**config.mk**
```make
export PLATFORM = sky130hd
export DESIGN_NAME = led_pattern_gen_flat
export DESIGN_NICKNAME = d
export VERILOG_FILES = /design/src/rtl/led_pattern_gen_if.sv /design/src/rtl/led_pattern_gen.sv /design/src/flat_wrapper.sv
export SDC_FILE = /design/constraint.sdc
export NUM_CORES = 1
export LEC_CHECK = 0
export CAP_MARGIN = 5
export CORE_ASPECT_RATIO = 0.5
export CORE_UTILIZATION = 60
export DETAILED_ROUTE_END_ITERATION = 8
export PLACE_DENSITY = 0.78
export SYNTH_ARGS = -nofsm -noshare
export SYNTH_HDL_FRONTEND = slang
export SYNTH_SLANG_ARGS = --single-unit
```
**constraint.sdc**
```tcl
create_clock -name sys_clk -period 2.15 [get_ports sys_clk]
set_input_delay 0.645 -clock sys_clk [delete_from_list [all_inputs] [get_ports sys_clk]]
set_output_delay 0.645 -clock sys_clk [all_outputs]
set_load 0.02 [all_outputs]
```
**src/rtl/led_pattern_gen_if.sv**
```systemverilog
// led_pattern_gen_if
//   Control/status bundle for the LED pattern engine.
//   Build option: LED_PAT_PWM_EN adds the 4-bit duty (PWM brightness) signal.
//
//   en          host -> engine   1 = run, 0 = pause
//   mode[1:0]   host -> engine   00 rotate-up, 01 rotate-down, 10 bounce, 11 blink
//   speed[1:0]  host -> engine   step period = STEP_CYC >> speed
//   duty[3:0]   host -> engine   PWM brightness (LED_PAT_PWM_EN only)
//   step_pulse  engine -> host   one-cycle strobe on each new pattern
//   led[W-1:0]  engine -> pins   LED drive, active high
//
//   master: the controlling side (switches / host register / testbench)
//   slave : the pattern engine
interface led_pattern_gen_if #(
    parameter int unsigned LED_W = 4
);
    logic             en;
    logic [1:0]       mode;
    logic [1:0]       speed;
`ifdef LED_PAT_PWM_EN
    logic [3:0]       duty;
`endif
    logic             step_pulse;
    logic [LED_W-1:0] led;

`ifdef LED_PAT_PWM_EN
    modport master (output en, mode, speed, duty, input step_pulse, led);
    modport slave  (input en, mode, speed, duty, output step_pulse, led);
`else
    modport master (output en, mode, speed, input step_pulse, led);
    modport slave  (input en, mode, speed, output step_pulse, led);
`endif
endinterface

```
**src/rtl/led_pattern_gen.sv**
```systemverilog
// led_pattern_gen
//   Parametrised LED pattern engine. A prescaler derives a step tick from
//   sys_clk; on each tick the pattern advances in rotate-up, rotate-down,
//   bounce or blink mode. A mode change reloads the mode's start pattern.
//   Build option: LED_PAT_PWM_EN adds a 16-level PWM brightness gate on led.
//
//   Parameters
//     LED_W     number of LEDs (2..32)
//     STEP_CYC  base step period in sys_clk cycles (>= 8)
//   Ports
//     sys_clk    system clock
//     sys_rst_n  asynchronous active-low reset
//     bus        led_pattern_gen_if.slave: en, mode, speed, [duty] in;
//                step_pulse, led out
module led_pattern_gen #(
    parameter int unsigned LED_W    = 4,
    parameter int unsigned STEP_CYC = 10_000_000
) (
    input  logic             sys_clk,
    input  logic             sys_rst_n,
    led_pattern_gen_if.slave bus
);

    localparam int unsigned CW = $clog2(STEP_CYC);
    localparam logic [LED_W-1:0] ONE_HOT = {{(LED_W-1){1'b0}}, 1'b1};

    typedef enum logic [1:0] {
        MODE_UP     = 2'b00,
        MODE_DOWN   = 2'b01,
        MODE_BOUNCE = 2'b10,
        MODE_BLINK  = 2'b11
    } mode_e;

    mode_e            w_mode;
    mode_e            r_mode_q;
    logic [CW-1:0]    r_cnt;
    logic [LED_W-1:0] r_pat;
    logic             r_dir;
    logic             r_step_pulse;

    logic [31:0]      w_period;
    logic             w_tick;
    logic             w_reload;
    logic [LED_W-1:0] w_init_pat;
    logic [LED_W-1:0] w_next_pat;
    logic             w_next_dir;

    assign w_mode   = mode_e'(bus.mode);
    assign w_period = STEP_CYC >> bus.speed;

    // >= rather than == so a speed change that shrinks the period below the
    // current count ticks on the next cycle instead of wrapping the counter.
    assign w_tick   = bus.en && (32'(r_cnt) >= (w_period - 32'd1));
    assign w_reload = (w_mode != r_mode_q);

    assign w_init_pat = (w_mode == MODE_BLINK) ? '1 : ONE_HOT;

    // Next pattern on a tick. r_mode_q equals the live mode whenever no
    // reload is pending, and a reload overrides this result anyway.
    always_comb begin
        w_next_pat = r_pat;
        w_next_dir = r_dir;
        unique case (r_mode_q)
            MODE_UP:   w_next_pat = {r_pat[LED_W-2:0], r_pat[LED_W-1]};
            MODE_DOWN: w_next_pat = {r_pat[0], r_pat[LED_W-1:1]};
            MODE_BOUNCE: begin
                // Turn around on the step after reaching an end, so each end
                // LED is lit for exactly one step.
                if (r_dir && r_pat[LED_W-1]) begin
                    w_next_dir = 1'b0;
                    w_next_pat = r_pat >> 1;
                end else if (!r_dir && r_pat[0]) begin
                    w_next_dir = 1'b1;
                    w_next_pat = r_pat << 1;
                end else if (r_dir) begin
                    w_next_pat = r_pat << 1;
                end else begin
                    w_next_pat = r_pat >> 1;
                end
            end
            MODE_BLINK: w_next_pat = ~r_pat;
        endcase
    end

    always_ff @(posedge sys_clk or negedge sys_rst_n) begin
        if (!sys_rst_n) begin
            r_mode_q     <= MODE_UP;
            r_cnt        <= '0;
            r_pat        <= ONE_HOT;
            r_dir        <= 1'b1;
            r_step_pulse <= 1'b0;
        end else begin
            r_mode_q     <= w_mode;
            r_step_pulse <= w_reload || w_tick;
            if (w_reload) begin
                // Reload wins over a coincident tick and ignores en.
                r_pat <= w_init_pat;
                r_dir <= 1'b1;
                r_cnt <= '0;
            end else if (w_tick) begin
                r_pat <= w_next_pat;
                r_dir <= w_next_dir;
                r_cnt <= '0;
            end else if (bus.en) begin
                r_cnt <= r_cnt + 1'b1;
            end
        end
    end

    assign bus.step_pulse = r_step_pulse;

`ifdef LED_PAT_PWM_EN
    logic [3:0] r_pwm_cnt;

    // Free-running, keeps counting while paused.
    always_ff @(posedge sys_clk or negedge sys_rst_n) begin
        if (!sys_rst_n) begin
            r_pwm_cnt <= '0;
        end else begin
            r_pwm_cnt <= r_pwm_cnt + 4'd1;
        end
    end

    assign bus.led = r_pat & {LED_W{r_pwm_cnt <= bus.duty}};
`else
    assign bus.led = r_pat;
`endif

endmodule

```
**src/flat_wrapper.sv**
```systemverilog
// flat-port wrapper written by rule: the top's interface ports become plain ports
module led_pattern_gen_flat 
#(
    parameter int unsigned LED_W    = 4,
    parameter int unsigned STEP_CYC = 10_000_000
)
  (sys_clk, sys_rst_n, bus_en, bus_mode, bus_speed, bus_step_pulse, bus_led);
  led_pattern_gen_if #(.LED_W(LED_W)) bus_i ();
  input  logic sys_clk;
  input  logic sys_rst_n;
  input wire logic [$bits(bus_i.en)-1:0] bus_en;
  input wire logic [$bits(bus_i.mode)-1:0] bus_mode;
  input wire logic [$bits(bus_i.speed)-1:0] bus_speed;
  output wire logic [$bits(bus_i.step_pulse)-1:0] bus_step_pulse;
  output wire logic [$bits(bus_i.led)-1:0] bus_led;
  assign bus_i.en = bus_en;
  assign bus_i.mode = bus_mode;
  assign bus_i.speed = bus_speed;
  assign bus_step_pulse = bus_i.step_pulse;
  assign bus_led = bus_i.led;
  led_pattern_gen #(.LED_W(LED_W), .STEP_CYC(STEP_CYC)) u_core (.sys_clk(sys_clk), .sys_rst_n(sys_rst_n), .bus(bus_i));
endmodule
```
Word level (Yosys, flattened, before mapping)
Index checks and enable logic that the tools add are counted.
W data, S select, Z words.
{"block": "word_totals", "ff_bits": 32, "latch_bits": 0, "mem_bits_rw": 0, "rom_bits": 0, "inputBits": 7, "out_inout_bits": 5, "elab_cells": 41, "mem_count": 0}
{"block": "classes", "addsub": 2, "mul": 0, "div": 0, "magnitude_cmp": 1, "n_eq_ne": 5, "shifts": 1, "mux": 15, "bitwise_logic": 1, "reduce_logical": 11}
{"cell": "$mux W24", "count": 3}
{"cell": "$ge A24 B32 Y1", "count": 1}
{"cell": "$shr A24 B2 Y32 const A", "count": 1}
{"cell": "$sub A32 B1 Y32 const B", "count": 1}
{"cell": "$add A24 B1 Y24 const B", "count": 1}
{"cell": "$mux W4", "count": 6}
{"cell": "$pmux W4 S4", "count": 1}
{"cell": "$eq A2 B2 Y1 const B", "count": 3}
{"cell": "$reduce_bool A3 Y1", "count": 2}
{"cell": "$mux W1", "count": 5}
{"cell": "$not A4 Y4", "count": 1}
{"cell": "$reduce_bool A2 Y1", "count": 2}
{"cell": "$logic_and A1 B1 Y1", "count": 3}
{"cell": "$reduce_and A3 Y1", "count": 1}
{"cell": "$eq A2 B1 Y1 const B", "count": 1}
{"cell": "$logic_not A2 Y1", "count": 1}
{"cell": "$ne A2 B2 Y1", "count": 1}
{"cell": "$logic_not A1 Y1", "count": 1}
{"cell": "$logic_or A1 B1 Y1", "count": 1}

Logic depth before layout (Yosys ltp)
Gate-level depths: netlist of the first run.
{"block": "depth", "word_depth": 7, "ltp_mapped": 11, "ltp_nobuf": 10}

Least setup slack after synthesis of the first run
No wires, ideal clock.
{"block": "synth_path", "kind": "input to register", "start": "input port bus_speed[0]", "end": "register u_core.r_pat[1] (netlist: u_core.bus.led[1])", "setup_time_ns": 0.121, "arrival_time_ns": 2.492, "required_ns": 2.029, "slack_ns": -0.463, "stages": 11, "path_buffers": 1, "path_cell_list": "inv_1 ha_1 xor2_1 ha_1 a21oi_1 o22ai_1 o311ai_1 nand4_2 and2_4 buf_6 o22a_1"}
{"block": "synth_between", "elab_chain_cells": 5}
{"item": "start: declaration", "line_no": "flat_wrapper.sv:13", "source": "input wire logic [$bits(bus_i.speed)-1:0] bus_speed;"}
{"item": "$shr A24 B2 Y32", "line_no": "led_pattern_gen.sv:49", "source": "assign w_period = STEP_CYC >> bus.speed;"}
{"item": "$sub A32 B1 Y32", "line_no": "led_pattern_gen.sv:53", "source": "assign w_tick = bus.en && (32'(r_cnt) >= (w_period - 32'd1));"}
{"item": "$ge A24 B32 Y1", "line_no": "led_pattern_gen.sv:53"}
{"item": "$logic_and A1 B1 Y1", "line_no": "led_pattern_gen.sv:53"}
{"item": "$reduce_bool A2 Y1 (no line)"}
{"item": "end signal: assignment", "line_no": "led_pattern_gen.sv:97", "source": "r_pat <= w_init_pat;"}
{"item": "end signal: assignment", "line_no": "led_pattern_gen.sv:101", "source": "r_pat <= w_next_pat;"}
{"item": "end: declaration", "line_no": "led_pattern_gen.sv:37", "source": "logic [LED_W-1:0] r_pat;"}
Every way passes these cells.
A chain may end at the register's enable or synchronous reset.

Final worst setup path of the first run
{"block": "layout_path", "start": "input port bus_speed[1]", "end": "register u_core.r_pat[1] (netlist: u_core.bus.led[1])"}
Same word-level chain as after synthesis.

==> metrics.cfg, run 1 <==
[critical_path]
reg2reg_slack_ns = -0.13
critPathTopFamily = compound AO/OA/AOI/OAI gates
required_ns = 2.33
cpPeakStageDelay_ns = 0.34
start_kind = input port
path_buf_inv = 3
cp.arrival_ns = 2.89
cpMostUsedCell = buf_8
cp_slowest_cell = o311ai_2
crit_path_max_fanout = 5
cp_cell_sequence = buf_8 -> buf_8 -> ha_4 -> xor2_1 -> ha_1 -> a21oi_2 -> o22ai_2 -> o311ai_2 -> nand4_2 -> and2_4 -> buf_4 -> o22a_1
crit_type = input port to flop
critPathCaptureType = flop

[sta]
finalMaxSlewViolations = 0
clock_skew_ns = 0.00825
layout_min_cycle_time_ns = 2.71
worst_pin_slew_ns = 0.540
finalSetupViolCount = 30
max_freq_mhz = 370
rsz0062_at_grt = true
hold_violations = 0
post-route-period-util_pct = 126
slew-limit-headroom_pct = 63.7
worst_slack_ns = -0.556

[layout]
design_area_sq_mm = 0.00304
finalNetCount = 340
fill_cells = 192
drive_gt1_share_pct = 27.8
fin_util_pct = 85.2
antennaDiodeCount = 0
syn_to_final_growth_pct = 31.3

[global_route]
grt_max_degree = 33
antenna_found_initial = 0
grt_overflow_total = 0
grt_pass1_wl_um = 9460
grtUsageTotal_pct = 31.0
grt_pass1_vias = 2033

[power_and_ir_drop]
vdd_drop_max_v = 0.000429
p_per_area_mw_per_mm2 = 511
p_leak_nw = 1.38

[clock_tree]
cts.path.max_buffers = 2
cts_tree = built
cts-root-buf = clkbuf_8
path_clk_slew_ns = 0.07
clock_latency_ns = 0.30
cts_made_buffers = 5
clock_sinks = 32
h-tree-depth = 2
cts_hold_buf = 0

[routing]
via_per_inst = 6.21
vias = 2218
drtPass1Iterations = 4
drc = 0
first_iter_violations = 137
wl_per_cell_um = 19.2
ant_nets = 0
drt-total-wl_um = 6840

[run_status]
status = complete, but fails checks
violations = setup timing

[synthesis]
ys_seq_elements = 32
synth_fp_nets = 291
yosys.area_share.adder_pct = 15.1
synth_edf_count = 0
synth.avg_cell_area_sq_um = 9.04
synth_area_sq_mm = 0.00231
synth_ff_type = dfrtp_1
synth_top_family_by_area = simple AND/OR/NAND/NOR gates
synth_compound_area_share_pct = 13.6
synth_cell_types = 51
synth_cells = 256
synth_xor_area_share_pct = 8.38
synth_mux_area_share_pct = 1.57
ys_seq_area_share_pct = 34.7
yosysWarnings = 0
synthSimpleGateAreaFrac_pct = 22.4
async_flop_share_pct = 100

[place]
placed_area_sq_mm = 0.00278
hpwl_um = 4100
gp_congestion = 0.860
io_buffers = 11

[run]
maxCapViolations = 0

[floorplanning]
num_rows = 15
coreArea_sq_mm = 0.00357
die_w_um = 89.8
initial_core_util_pct = 64.9
dieArea_sq_mm = 0.00413
die_y_um = 45.9
num_io_pins = 12

[min_path]
hold_class = flop to flop

final cells by class:
class                           instances  area [sq um]  share of cell area [%]
Tap cell                               51          63.8                    2.10
Timing Repair Buffer                   49           423                    13.9
Multi-Input combinational cell        204          1590                    52.4
Clock buffer                            5          68.8                    2.26
Clock inverter                          3          18.8                   0.618
Inverter                               13          68.8                    2.26
Sequential cell                        32           803                    26.4
state kept, by name, summed over array words and instances, names as in the netlist:
register / flops
u_core.r_cnt: 24
u_core.bus.led: 4
u_core.r_mode_q: 2
u_core.bus.step_pulse: 1
u_core.r_dir: 1
kinds of logic (layout without fill, tap and decap cells):
kind of cell,count (synthesis),after routing
adders and majority gates,28,28
muxes,3,3
buffers and inverters,20,70
DFF,32,32
and+or+nand+nor,104,104
xor gates and xnor gates,20,20
AOI/OAI and AO/OA,49,49
Yosys cell counts, types with 3 or more instances:
| library cell | instances | area share, % |
|---|---|---|
| nor2_1 | 31 | 5.0 |
| dfrtp_1 | 30 | 32 |
| ha_1 | 28 | 15 |
| nand2_1 | 27 | 4.4 |
| a21oi_1 | 15 | 3.2 |
| inv_1 | 13 | 2.1 |
| o21ai_0 | 12 | 2.6 |
| xor2_1 | 12 | 4.5 |
| nand3_1 | 10 | 2.2 |
| nand4_1 | 8 | 2.2 |
| xnor2_1 | 7 | 2.6 |
| a21o_1 | 4 | 1.3 |
| and2_1 | 4 | 1.1 |
| nor3_1 | 4 | 0.86 |
| and3_1 | 3 | 0.81 |
final timing paths:
check | start | end | cells after the start
hold / removal | u_core.r_cnt[1] | u_core.r_cnt[1] | 2
max in group asynchronous | sys_rst_n | u_core.r_dir | 2
hold reg to reg | u_core.r_cnt[1] | u_core.r_cnt[1] | 2
setup / recovery | bus_speed[1] | u_core.bus.led[1] | 12
min in group asynchronous | sys_rst_n | u_core.r_cnt[17] | 2
setup reg to reg | u_core.r_cnt[19] | u_core.bus.led[3] | 7
per-stage QoR:
step	power, mW	setup TNS (ns)	setup WS [ns]	cells	hold WS (ns)
3_3_place_gp	1.01	-31.44	-1.11	344	0.543
2_1_floorplan	0.872	-7.13	-0.365	256	0.349
4_1_cts	1.52	-10.61	-0.431	356	0.559
6_report	1.55	-14.28	-0.556	357	0.564
5_1_grt	1.62	-17.06	-0.632	357	0.588
3_5_place_dp	1.02	-34.55	-1.24	344	0.551
worst register-to-register path, delay by kind of cell, from the launching register on:
family	cells	cell delay (ns)
and+or+nand+nor	4	0.92
DFF	1	0.42
adders and majority gates	1	0.34
muxes	1	0.30
AOI/OAI and AO/OA	1	0.19
power by group:
part | internal [mW] | leakage (nW) | switching (mW)
Sequential | 0.626 | 0.427 | 0.0391
Clock | 0.226 | 0.0479 | 0.262
Combinational | 0.193 | 0.907 | 0.208
Total | 1.05 | 1.38 | 0.509
routing by layer:
metal / vias to the layer above / GRT usage, % / routed length, um
met4: 0 / 12.5 / 359
met1: 1056 / 37.6 / 2790
met2: 116 / 55.1 / 3220
li1: 1001 / - / -
met5: - / 0 / 0
met3: 45 / 8.17 / 473
timing repair:
item / in CTS / in global routing
pin swaps: 10 / 8
setup endpoints to repair: 31 / 30
buffers inserted: 5 / 1
resized for setup: 27 / 11
hold endpoints to repair: 0 / 0
layout by cell type, fill, tap and decap left out, types with 5 or more instances in the layout:
master and n:
nor2_1 29, xnor2_1 7, o21ai_0 10, inv_1 9, a21oi_1 10, dfrtp_1 30
nand4_1 8, buf_6 5, xor2_1 12, clkbuf_8 5, clkdlybuf4s50_1 8, nand2_1 27
buf_4 33, ha_4 9, ha_1 19, nand3_1 10
Power figures use the tool's default switching activity.
==> run 2: changes to the inputs <==
Settings changed: CTS_CLUSTER_DIAMETER set to 200.
==> results of run 2 <==
Final layout, timing and power as in run 1 (identical DEF).
